`src/rtl/icd_cmd_engine.sv`:
```
// ICD frame decoder: header/address/data bytes to single-byte bus cycles.
// Optional bus watchdog enabled by defining ICD_BUS_TIMEOUT_EN.
module icd_cmd_engine #(
  parameter int         TIMEOUT_CYC = 255,
  parameter logic [7:0] IDLE_TX     = 8'h00
) (
  input  logic        clk6x,
  input  logic        reset,
  input  logic [7:0]  rx_byte_i,
  input  logic        rx_hdr_en_i,
  input  logic        rx_db_en_i,
  output logic [7:0]  tx_byte_o,
  output logic        tx_en_o,
  output logic [23:0] bus_addr_o,
  output logic [7:0]  bus_wdata_o,
  output logic        bus_rd_o,
  output logic        bus_wr_o,
  input  logic [7:0]  bus_rdata_i,
  input  logic        bus_ack_i,
  output logic        busy_o
);

  typedef enum logic [3:0] {
    S_IDLE, S_ADDR0, S_ADDR1, S_ADDR2, S_WDATA,
    S_WBUS, S_RBUS, S_RDATA, S_IGNORE
  } state_t;

  state_t      state, state_d;
  logic        cmd_wr, cmd_wr_d;
  logic        ainc, ainc_d;
  logic [23:0] addr, addr_d, addr_inc;
  logic [7:0]  wdat, wdat_d;
  logic        ovr, ovr_d;
  logic        tmo, tmo_d;
  logic        disc, disc_d;
  logic        pend, pend_d;
  logic        rd_d, wr_d, txen_d;
  logic [23:0] baddr_d;
  logic [7:0]  bwdat_d, txb_d;
  logic        busy, done, own, req, tmo_hit;

  assign busy     = bus_rd_o | bus_wr_o;
  assign busy_o   = busy;
  assign done     = busy & (bus_ack_i | tmo_hit);
  assign own      = done & ~disc & ~rx_hdr_en_i;
  assign addr_inc = addr + {23'd0, ainc};

`ifdef ICD_BUS_TIMEOUT_EN
  logic [7:0] cnt;

  assign tmo_hit = busy & ~bus_ack_i &
                   (cnt == 8'(TIMEOUT_CYC - 1));

  always_ff @(posedge clk6x) begin
    if (reset || !busy || done) cnt <= 8'd0;
    else                        cnt <= cnt + 8'd1;
  end
`else
  assign tmo_hit = 1'b0;
`endif

  always_comb begin
    state_d  = state;
    cmd_wr_d = cmd_wr;
    ainc_d   = ainc;
    addr_d   = addr;
    wdat_d   = wdat;
    ovr_d    = ovr;
    tmo_d    = tmo;
    disc_d   = disc;
    pend_d   = pend;
    rd_d     = bus_rd_o;
    wr_d     = bus_wr_o;
    baddr_d  = bus_addr_o;
    bwdat_d  = bus_wdata_o;
    txb_d    = tx_byte_o;
    txen_d   = 1'b0;
    req      = 1'b0;

    if (done) begin
      rd_d   = 1'b0;
      wr_d   = 1'b0;
      disc_d = 1'b0;
    end

    if (own) begin
      if (bus_wr_o) begin
        addr_d  = addr_inc;
        state_d = S_WDATA;
      end else begin
        txb_d   = bus_ack_i ? bus_rdata_i : 8'hFF;
        txen_d  = 1'b1;
        state_d = S_RDATA;
      end
      if (!bus_ack_i) tmo_d = 1'b1;
    end

    if (rx_hdr_en_i) begin
      pend_d = 1'b0;
      // an abandoned request keeps running; its result is dropped
      if (busy && !done) disc_d = 1'b1;
      unique case (1'b1)
        rx_byte_i[3:0] == 4'd0: begin
          txb_d   = {ovr, tmo, 2'b00, state};
          txen_d  = 1'b1;
          ovr_d   = 1'b0;
          tmo_d   = 1'b0;
          state_d = S_IGNORE;
        end
        rx_byte_i[3:0] == 4'd1,
        rx_byte_i[3:0] == 4'd2: begin
          cmd_wr_d = rx_byte_i[0];
          ainc_d   = rx_byte_i[4];
          txb_d    = IDLE_TX;
          txen_d   = 1'b1;
          state_d  = S_ADDR0;
        end
        default: state_d = S_IGNORE;
      endcase
    end else if (rx_db_en_i) begin
      unique case (state)
        S_ADDR0: begin
          addr_d[7:0] = rx_byte_i;
          state_d     = S_ADDR1;
        end
        S_ADDR1: begin
          addr_d[15:8] = rx_byte_i;
          state_d      = S_ADDR2;
        end
        S_ADDR2: begin
          addr_d[23:16] = rx_byte_i;
          state_d       = cmd_wr ? S_WDATA : S_RBUS;
          req           = ~cmd_wr;
        end
        S_WDATA: begin
          wdat_d  = rx_byte_i;
          state_d = S_WBUS;
          req     = 1'b1;
        end
        S_WBUS, S_RBUS: ovr_d = 1'b1;
        S_RDATA: begin
          addr_d  = addr_inc;
          state_d = S_RBUS;
          req     = 1'b1;
        end
        default: ;
      endcase
    end

    // address/data reach the bus only at issue, so a draining request is untouched
    if ((req || pend) && !rx_hdr_en_i) begin
      if (!busy || done) begin
        rd_d    = ~cmd_wr;
        wr_d    = cmd_wr;
        baddr_d = addr_d;
        bwdat_d = wdat_d;
        pend_d  = 1'b0;
      end else begin
        pend_d  = 1'b1;
      end
    end
  end

  always_ff @(posedge clk6x) begin
    if (reset) begin
      state       <= S_IDLE;
      cmd_wr      <= 1'b0;
      ainc        <= 1'b0;
      addr        <= 24'd0;
      wdat        <= 8'd0;
      ovr         <= 1'b0;
      tmo         <= 1'b0;
      disc        <= 1'b0;
      pend        <= 1'b0;
      bus_rd_o    <= 1'b0;
      bus_wr_o    <= 1'b0;
      bus_addr_o  <= 24'd0;
      bus_wdata_o <= 8'd0;
      tx_byte_o   <= 8'd0;
      tx_en_o     <= 1'b0;
    end else begin
      state       <= state_d;
      cmd_wr      <= cmd_wr_d;
      ainc        <= ainc_d;
      addr        <= addr_d;
      wdat        <= wdat_d;
      ovr         <= ovr_d;
      tmo         <= tmo_d;
      disc        <= disc_d;
      pend        <= pend_d;
      bus_rd_o    <= rd_d;
      bus_wr_o    <= wr_d;
      bus_addr_o  <= baddr_d;
      bus_wdata_o <= bwdat_d;
      tx_byte_o   <= txb_d;
      tx_en_o     <= txen_d;
    end
  end

endmodule
```
`config.mk`:
```
export PLATFORM = sky130hd
export DESIGN_NAME = icd_cmd_engine
export DESIGN_NICKNAME = d
export VERILOG_FILES = /design/src/rtl/icd_cmd_engine.sv
export SDC_FILE = /design/constraint.sdc
export NUM_CORES = 1
export LEC_CHECK = 0
export ABC_AREA = 1
export BUFFER_PORTS_ARGS = -buffer_cell sky130_fd_sc_hd__buf_4
export CORE_MARGIN = 4
export CORE_UTILIZATION = 52
export CTS_CLUSTER_SIZE = 16
export DETAILED_ROUTE_END_ITERATION = 12
export GPL_TIMING_DRIVEN = 0
export PLACE_DENSITY = 0.76
export SETUP_SLACK_MARGIN = 0.02
export SYNTH_ARGS = -nofsm -noshare
export SYNTH_HDL_FRONTEND = slang
export SYNTH_SLANG_ARGS = --single-unit
export TNS_END_PERCENT = 50
```
`constraint.sdc`:
```
create_clock -name clk6x -period 1.7 [get_ports clk6x]
set_input_delay 0.085 -clock clk6x [delete_from_list [all_inputs] [get_ports clk6x]]
set_output_delay 0.085 -clock clk6x [all_outputs]
set_load 0.01 [all_outputs]
```
==> impl_metrics.tcl, run 1 <==
set metrics [dict create \
    status "complete, but fails checks" \
    violations "setup timing" \
    cp_num_buf_inv 1 \
    cts_buffers 9 \
    slew_headroom_pct 50.3 \
    leakagePower_nw 2.82 \
    post-route-period-util_pct 111 \
    cts_sinks 85 \
    cts_buffer_depth 2 \
    die_w_um 102 \
    worstMarginPinSlew_ns 0.745 \
    coreArea_um2 8380 \
    portBuffers 63 \
    syn2layout_area_growth_pct 40.7 \
    dieHeight_um 102 \
    antenna_found_initial 0 \
    synth_seq_cells 85 \
    syn_area_um2 4570 \
    wl_per_cell_um 17.7 \
    boundaryPins 65 \
    endpoint_kind "flop" \
    cp_data_required_time_ns 1.96 \
    dr.pass1.iters 8 \
    overflow 0 \
    ys_seq_area_share_pct 37.2 \
    die_area_um2 10400 \
    dr.first_iter.drc_count 860 \
    rsz0062_at_grt "true" \
    crit_path_max_fanout 5 \
    drive_above_1_share_pct 30.5 \
    seq_area_um2 1740 \
    power.density_nw_per_um2 604 \
    async_flop_share_pct 0 \
    drv_slew 0 \
    crit_chain "ha_4, ha_4, nand3_4, nor2_4, nand3_1, nand2_1, a21oi_1, o21ai_1, nand3_1, nand2_1, inv_1" \
    grt_pass1_wl_um 24200 \
    ys_warn_count 0 \
    fmax_ghz 0.529 \
    synth_cells 732 \
    slowest_delay_ns 0.37 \
    synth_common_cells "nand2_1 (197), nor2_1 (125), inv_1 (91)" \
    hold_ws_ns 0.0183 \
    synth.area.top_cells "dfxtp_1 (37%), nand2_1 (16%), nor2_1 (10%)" \
    arrival_ns 2.15 \
    drv_cap 0 \
    gr-usage-all-layers_pct 30.1 \
    syn_nets 755 \
    finalSetupViolCount 44 \
    grt_start_max_net_pins 15 \
    cpLargestDelayFamily "simple AND/OR/NAND/NOR gates" \
    skew_ns 0.0276 \
    place_area_um2 5210 \
    clkLatencyLatePin_ns 0.37 \
    ir_worst_vdd_v 0.000621 \
    multi_input_comb_area_um2 2880 \
    synth.most_common_cell "nand2_1" \
    antenna_cells 0 \
    slowest_stage "dfxtp_2" \
    rows 33 \
    gp_congestion 1.07 \
    worstSetupPathType "flop to flop" \
    initial_core_util_pct 54.5 \
    grt_pass1_vias 5015 \
    netlist-cell-type-count 33 \
    nNetsFinal 876 \
    cts_root_buffer "clkbuf_8" \
    cts_max_level 3 \
    clkTransAtPathRegs_ns 0.11 \
    drc 0 \
    synth.top_cell.area_share_pct 37.2 \
    critPathLaunchType "flop" \
    setup_ws_ns -0.190 \
    hold_viol 0 \
    via_per_inst 5.85 \
    synth-edff-count 0 \
    ys.flop_type "dfxtp_1" \
    routed_wl_um 17000 \
    period_minus_slack_ns 1.89 \
    syn_area_per_cell_um2 6.25 \
    cts_tree "yes" \
    postRouteAntennaNets 0 \
    dp_hpwl_um 10500 \
    hp-class "input port to flop" \
    vias 5631 \
    yosysTopAreaCell "dfxtp_1" \
    num-fill-cells 624 \
    fin_area_um2 6430 \
]
## sequential cells by signal (all words and copies together), names as in the netlist, named ones only
| register | cells |
|---|---|
| tx_en_o | 1 |
| tx_byte_o | 8 |
| bus_wr_o | 1 |
| cmd_wr | 1 |
| bus_addr_o | 24 |
| bus_wdata_o | 8 |
| pend | 1 |
| bus_rd_o | 1 |
| ovr | 1 |
| addr | 24 |
| tmo | 1 |
| state | 4 |
| ainc | 1 |
| wdat | 8 |
## worst reg2reg max path, cell delays in order, from the launching register on
cell and delay, ns:
dfxtp_2 0.37, ha_4 0.16, ha_4 0.16, nand3_4 0.12, nor2_4 0.18, nand3_1 0.09, nand2_1 0.11, a21oi_1 0.09
o21ai_1 0.20, nand3_1 0.15, nand2_1 0.10, inv_1 0.05
## per-layer routing
metal	vias to the layer above	global-route usage (%)	wire length [µm]
li1	2558	-	-
met1	2552	39.8	6450
met2	406	48.1	7790
met3	115	6.20	1960
met4	0	12.1	829
met5	-	0	0
## kinds of logic (layout without fill, tap and decap cells)
logic type	after synthesis	count (layout)	synth area share (%)
compound gates	136	136	16.5
xor+xnor	10	10	1.92
fa+ha+maj	2	2	0.547
buf+inv	121	246	10.8
flops	85	85	37.2
simple gates	378	378	33.1
## area by class of cell
class                      count  area share, %
timing repair buffer         111           14.0
sequential                    85           27.0
buffer                        25           2.94
clock buffer                  10           1.98
clock inverter                 5           1.30
inverter                      95           5.82
multi-input combinational    526           44.8
tap                          105           2.04
## path summary, 6_finish.rpt
path | from | to | slack, ns | depth (start not counted)
worst min-delay path | rx_byte_i[4] | ainc$_SDFFE_PP0P_ | 0.02 | 3
worst min register to register | tmo$_SDFF_PP0_ | tmo$_SDFF_PP0_ | 0.47 | 2
worst max-delay path | ainc$_SDFFE_PP0P_ | bus_addr_o[14]$_SDFFE_PP0P_ | -0.19 | 11
worst max register to register | ainc$_SDFFE_PP0P_ | bus_addr_o[14]$_SDFFE_PP0P_ | -0.19 | 11
## layout by cell type, fill, tap and decap left out, types with 16 or more instances in the layout
cell	instances
nor2_1	96
nor2_4	16
nand3_1	28
nand2_1	177
a21oi_1	36
inv_1	85
o21ai_0	31
nor2_2	16
o21ai_2	16
buf_4	102
dfxtp_1	68
## metrics by stage
stage          worst slack, ns  std cells  utilization, %  setup TNS (ns)  power [mW]
2_1_floorplan           0.0150        732               -               0        2.15
3_3_place_gp            -0.438        900            62.2          -15.62        2.24
3_5_place_dp            -0.451        900            62.2          -15.55        2.24
4_1_cts                 -0.106        943            70.1           -2.56        3.82
5_1_grt                 -0.276        962            76.7           -7.69        3.98
6_report                -0.190        962            76.7           -4.37        3.88
## power by group
part / switching, mW / total, mW / internal (mW)
Clock: 0.793 / 1.62 / 0.826
Sequential: 0.0131 / 2.00 / 1.99
Combinational: 0.165 / 0.258 / 0.0933
Total: 0.971 / 3.88 / 2.91
## repair_timing
| action | 4_1_cts | 5_1_grt |
|---|---|---|
| setup buffers | 22 | 19 |
| gates resized for setup | 79 | 128 |
| endpoints found under the setup margin | 76 | 68 |
| gates cloned | 2 | 1 |
| hold endpoints to repair | 4 | 0 |
| pin swaps | 29 | 26 |
| hold buffers | 4 | 0 |
No activity file was read; power rests on OpenSTA's default activity.
==> inputs of run 2 (changes only) <==
--- a/config.mk
+++ b/config.mk
@@ -5,14 +5,14 @@
 export SDC_FILE = /design/constraint.sdc
 export NUM_CORES = 1
 export LEC_CHECK = 0
-export ABC_AREA = 1
+export ABC_AREA = 0
 export BUFFER_PORTS_ARGS = -buffer_cell sky130_fd_sc_hd__buf_4
 export CORE_MARGIN = 4
 export CORE_UTILIZATION = 52
 export CTS_CLUSTER_SIZE = 16
 export DETAILED_ROUTE_END_ITERATION = 12
 export GPL_TIMING_DRIVEN = 0
-export PLACE_DENSITY = 0.76
+export PLACE_DENSITY = 0.77
 export SETUP_SLACK_MARGIN = 0.02
 export SYNTH_ARGS = -nofsm -noshare
 export SYNTH_HDL_FRONTEND = slang
==> impl_metrics.tcl, run 2 <==
set metrics [dict create \
    cts_root_buffer "clkbuf_8" \
    rsz0062_at_grt "true" \
    synthMuxAreaShare_pct 3.19 \
    rrSetupSlack_ns -0.24 \
    endpoint "bus_addr_o[9]$_SDFFE_PP0P_" \
    cp.depth 9 \
    violations "setup timing" \
    slowest_delay_ns 0.37 \
    grt_pass1_vias 4542 \
    cts_tree "yes" \
    syn_nets 520 \
    antenna_cells 0 \
    grt_pass1_wl_um 24100 \
    cts_buffer_depth 2 \
    num-fill-cells 504 \
    antenna_found_initial 0 \
    via_per_inst 6.62 \
    hold_ws_ns 0.00302 \
    coreArea_um2 8220 \
    cp_data_required_time_ns 2.00 \
    initial_core_util_pct 53.5 \
    ys.flop_type "dfxtp_1" \
    rows 33 \
    boundaryPins 65 \
    crit_chain "ha_4, nand4_1, buf_6, nor3_4, buf_4, buf_6, a21oi_2, o31a_1, a211oi_2" \
    layout_commonest_cell "buf_4" \
    reg_top3 "addr (24), bus_addr_o (24)" \
    cpLargestDelayFamily "compound AO/OA/AOI/OAI gates" \
    drv_slew 0 \
    hold_viol 0 \
    comb_power_share_pct 7.1 \
    period_minus_slack_ns 1.94 \
    synth-edff-count 0 \
    setup_ws_ns -0.243 \
    yosysTopAreaCell "dfxtp_1" \
    syn2layout_area_growth_pct 49.3 \
    skew_ns 0.0146 \
    synth_common_cells "dfxtp_1 (85), nor2_1 (72), nand2_1 (28)" \
    ys_seq_area_share_pct 38.7 \
    cts_sinks 85 \
    synth_cells 497 \
    dieHeight_um 100 \
    syn_area_per_cell_um2 8.85 \
    cts_max_level 3 \
    rr_startpoint "addr[0]$_SDFF_PP0_" \
    crit_start "addr[0]$_SDFF_PP0_" \
    synth.most_common_cell "dfxtp_1" \
    r2r.worst_path.cells 9 \
    status "complete, but fails checks" \
    slowest_stage "dfxtp_2" \
    synth_xor_area_share_pct 2.19 \
    finalSetupViolCount 34 \
    syn_area_um2 4400 \
    drc 0 \
    die_w_um 100 \
    post-route-period-util_pct 114 \
    routed_wl_um 16600 \
    gp_congestion 0.921 \
    overflow 0 \
    fmax_ghz 0.515 \
    power.share.sequential_pct 50.0 \
    power_mw 4.00 \
    synth.area.top_cells "dfxtp_1 (39%), nor2_1 (6.1%), a211oi_1 (4.3%)" \
    clkTransAtPathRegs_ns 0.10 \
    dr.pass1.iters 7 \
    synth-compound-area-share_pct 23.0 \
    synth_top_family_by_area "simple AND/OR/NAND/NOR gates" \
    synth.top_cell.area_share_pct 38.7 \
    slew_headroom_pct 43.0 \
    ys_warn_count 0 \
    dr.first_iter.drc_count 633 \
    clkLatencyLatePin_ns 0.39 \
    synth_seq_cells 85 \
    gr-usage-all-layers_pct 30.7 \
    async_flop_share_pct 0 \
    synthSimpleGateAreaFrac_pct 26.3 \
    r2r-end "bus_addr_o[9]$_SDFFE_PP0P_" \
    leakagePower_nw 2.64 \
    seq_area_um2 1730 \
    dp_worst_setup_slack_ns -0.419 \
    dp_hpwl_um 9580 \
    netlist-cell-type-count 77 \
    crit_path_max_fanout 3 \
    ir_worst_vdd_v 0.000495 \
    wl_per_cell_um 22.3 \
    critPathLaunchType "flop" \
    worstSetupPathType "flop to flop" \
    critical_path.most_common_cell "buf_6" \
    power.density_nw_per_um2 609 \
    arrival_ns 2.25 \
    multi_input_comb_area_um2 3010 \
    portBuffers 62 \
    cts_buffers 9 \
    hp-class "input port to flop" \
    switching_share_pct 25.5 \
    nNetsFinal 660 \
    p_int_mw 2.98 \
    drv_cap 0 \
    cp_num_buf_inv 3 \
    mostFrequentLayoutCells "buf_4 (114), nor2_1 (71), dfxtp_1 (69), buf_6 (24), nand2_1 (21)" \
    p_switching_mw 1.02 \
    die_area_um2 9990 \
    grt_start_max_net_pins 16 \
    worstMarginPinSlew_ns 0.855 \
    clkPwrFrac_pct 42.9 \
    endpoint_kind "flop" \
    drive_above_1_share_pct 46.9 \
    synthAdderAreaFrac_pct 0.569 \
    postRouteAntennaNets 0 \
    vias 4943 \
]
## run 2: metrics by stage
step / instance area, µm² / setup TNS, ns / util, % / instances
floorplan: 4510 / -0.110 / - / 497
global placement: 5110 / -14.91 / 62.2 / 664
detailed placement: 5110 / -15.52 / 62.2 / 664
CTS: 6080 / -1.49 / 74.0 / 722
global route: 6560 / -5.33 / 79.9 / 747
finish: 6560 / -2.92 / 79.9 / 747
## run 2: logic make-up after synthesis
| group | count (synthesis) |
|---|---|
| mux | 14 |
| fa+ha+maj | 2 |
| simple gates | 200 |
| xor+xnor | 11 |
| buf+inv | 49 |
| flops | 85 |
| compound gates | 136 |
## run 2: timing repair
action                                  CTS  global route
resized for setup                        93            78
hold endpoints to repair                  2             0
cloned                                    4             1
endpoints found under the setup margin   68            67
pin swaps                                46            39
setup buffers                            37            28
hold buffers                              2             0
## run 2: layer usage
layer / track usage, % / vias up / share of wire [%]
met4: 13.1 / 0 / 5.1
met3: 6.39 / 88 / 9.6
met2: 48.3 / 334 / 44
met5: 0 / - / 0
met1: 40.9 / 2398 / 41
li1: - / 2123 / -
## run 2: how the worst min path moves through the flow
stage / start / to / slack [ns] / depth (start not counted)
after floorplan: rx_byte_i[4] / ainc$_SDFFE_PP0P_ / 0.23 / 2
after global placement: bus_rdata_i[5] / tx_byte_o[5]$_SDFF_PP0_ / 0.36 / 3
after detailed placement: bus_rdata_i[4] / tx_byte_o[4]$_SDFF_PP0_ / 0.37 / 3
after CTS: reset / addr[5]$_SDFF_PP0_ / 0.009 / 2
after global routing: reset / addr[5]$_SDFF_PP0_ / 0.02 / 2
final: reset / addr[5]$_SDFF_PP0_ / 0.003 / 2
## run 2: cell type report
type	instances	share of cell area, %
plain buffers	33	4.59
clock buffers	10	2.10
clock inverters	6	1.41
inverters	13	0.743
multi-input cells	363	45.9
flip-flops and latches	85	26.4
well taps	105	2.00
repair buffers	132	16.8
## run 2: power groups by stage
stage	Sequential (mW)	Clock (mW)	Combinational [mW]
6_report	2.00	1.72	0.284
5_1_grt	2.00	1.78	0.293
4_1_cts	2.00	1.67	0.257
3_5_place_dp	2.05	0	0.218
3_3_place_gp	2.05	0	0.218
2_1_floorplan	2.04	0	0.114
==> inputs of run 3 (changes only) <==
--- a/config.mk
+++ b/config.mk
@@ -12,6 +12,7 @@
 export CTS_CLUSTER_SIZE = 16
 export DETAILED_ROUTE_END_ITERATION = 12
 export GPL_TIMING_DRIVEN = 0
+export MAX_ROUTING_LAYER = met4
 export PLACE_DENSITY = 0.77
 export SETUP_SLACK_MARGIN = 0.02
 export SYNTH_ARGS = -nofsm -noshare
==> impl_metrics.tcl, run 3 (synthesis gave the netlist of run 2 again) <==
set metrics [dict create \
    period_minus_slack_ns 1.92 \
    cp_data_required_time_ns 1.99 \
    power_mw 3.85 \
    arrival_ns 2.22 \
    clkLatencyLatePin_ns 0.38 \
    vias 4852 \
    wl_per_cell_um 22.6 \
    dr.pass1.iters 6 \
    power.density_nw_per_um2 600 \
    portBuffers 62 \
    drc 0 \
    cts_buffer_depth 2 \
    grt_pass1_vias 4621 \
    coreArea_um2 8220 \
    fmax_ghz 0.520 \
    hp-class "input port to flop" \
    rsz0062_at_grt "true" \
    crit_path_max_fanout 4 \
    leakagePower_nw 2.55 \
    rrSetupSlack_ns -0.22 \
    fin_area_um2 6420 \
    rows 33 \
    clkTransAtPathRegs_ns 0.10 \
    cts_buffers 9 \
    syn2layout_area_growth_pct 46.0 \
    routed_wl_um 16800 \
    violations "setup timing" \
    post-route-period-util_pct 113 \
    dieHeight_um 100 \
    die_w_um 100 \
    cts_tree "yes" \
    gp_congestion 0.930 \
    skew_ns 0.0121 \
    grt_start_max_net_pins 18 \
    gr-usage-all-layers_pct 32.9 \
    drv_cap 0 \
    cts_sinks 85 \
    boundaryPins 65 \
    via_per_inst 6.50 \
    postRouteAntennaNets 0 \
    die_area_um2 9990 \
    hold_ws_ns 0.0250 \
    overflow 0 \
    cts_max_level 3 \
    worstSetupPathType "flop to flop" \
    initial_core_util_pct 53.5 \
    place_area_um2 5110 \
    mostFrequentLayoutCells "buf_4 (116), dfxtp_1 (72), nor2_1 (68), nand2_1 (22), buf_6 (21)" \
    reg_top3 "addr (24), bus_addr_o (24)" \
    status "complete, but fails checks" \
    tns_ns -3.75 \
    layout_commonest_cell "buf_4" \
    critPathLaunchType "flop" \
    slew_headroom_pct 46.9 \
    antenna_found_initial 0 \
    setup_ws_ns -0.222 \
    antenna_cells 0 \
    dp_hpwl_um 9830 \
    drive_above_1_share_pct 43.5 \
    hold_viol 0 \
    endpoint_kind "flop" \
    nNetsFinal 659 \
    worstMarginPinSlew_ns 0.797 \
    cts_root_buffer "clkbuf_8" \
    grt_pass1_wl_um 24800 \
    drv_slew 0 \
    dr.first_iter.drc_count 496 \
    ir_worst_vdd_v 0.000592 \
    finalSetupViolCount 41 \
]
run 3: per-stage QoR:
stage	std cells	util (%)	setup slack (ns)
floorplan	497	-	-0.0521
global route	746	78.1	-0.264
CTS	731	74.7	-0.156
finish	746	78.1	-0.222
global placement	664	62.2	-0.418
detailed placement	664	62.2	-0.461
run 3: routing by layer:
layer  vias up  GRT usage (%)  part of all wire [%]
met5         -              -                     0
met4         0           12.2                   4.9
met3        80           5.63                   9.1
met2       319           51.6                    45
met1      2333           42.6                    41
li1       2120              -                     -
run 3: path summary, 6_finish.rpt:
check	startpoint	cells after the start	end
max	ainc$_SDFFE_PP0P_	7	bus_addr_o[18]$_SDFFE_PP0P_
min	rx_byte_i[7]	3	addr[15]$_SDFF_PP0_
max reg2reg	ainc$_SDFFE_PP0P_	7	bus_addr_o[18]$_SDFFE_PP0P_
min reg2reg	tmo$_SDFF_PP0_	2	tmo$_SDFF_PP0_
run 3: what timing repair did:
item	CTS	global route
gates resized for setup	99	43
pin swaps	51	35
cloned	2	1
hold buffers	3	0
hold endpoints to repair	3	0
endpoints found under the setup margin	70	65
buffers inserted	48	16
run 3: where the power goes:
part	switching, mW	internal (mW)	leakage (nW)
clock	0.898	0.662	0.105
combinational	0.176	0.116	1.75
sequential	0.0109	1.99	0.693
total	1.08	2.77	2.55
run 3: final cells by class:
type | instances | area [µm²]
Tap cell | 105 | 131
Timing Repair Buffer | 130 | 1050
Multi-Input combinational cell | 364 | 2950
Fill cell | 535 | 1800
Clock buffer | 10 | 149
Clock inverter | 6 | 63.8
Buffer | 33 | 289
Inverter | 13 | 48.8
Sequential cell | 85 | 1730
run 3: worst max-delay path: stages, from the launching register on:
cell,delay [ns]
dfxtp_2,0.35
ha_4,0.17
ha_4,0.16
and3_4,0.18
and2_4,0.15
and3_4,0.17
a311o_1,0.40
a311oi_2,0.27
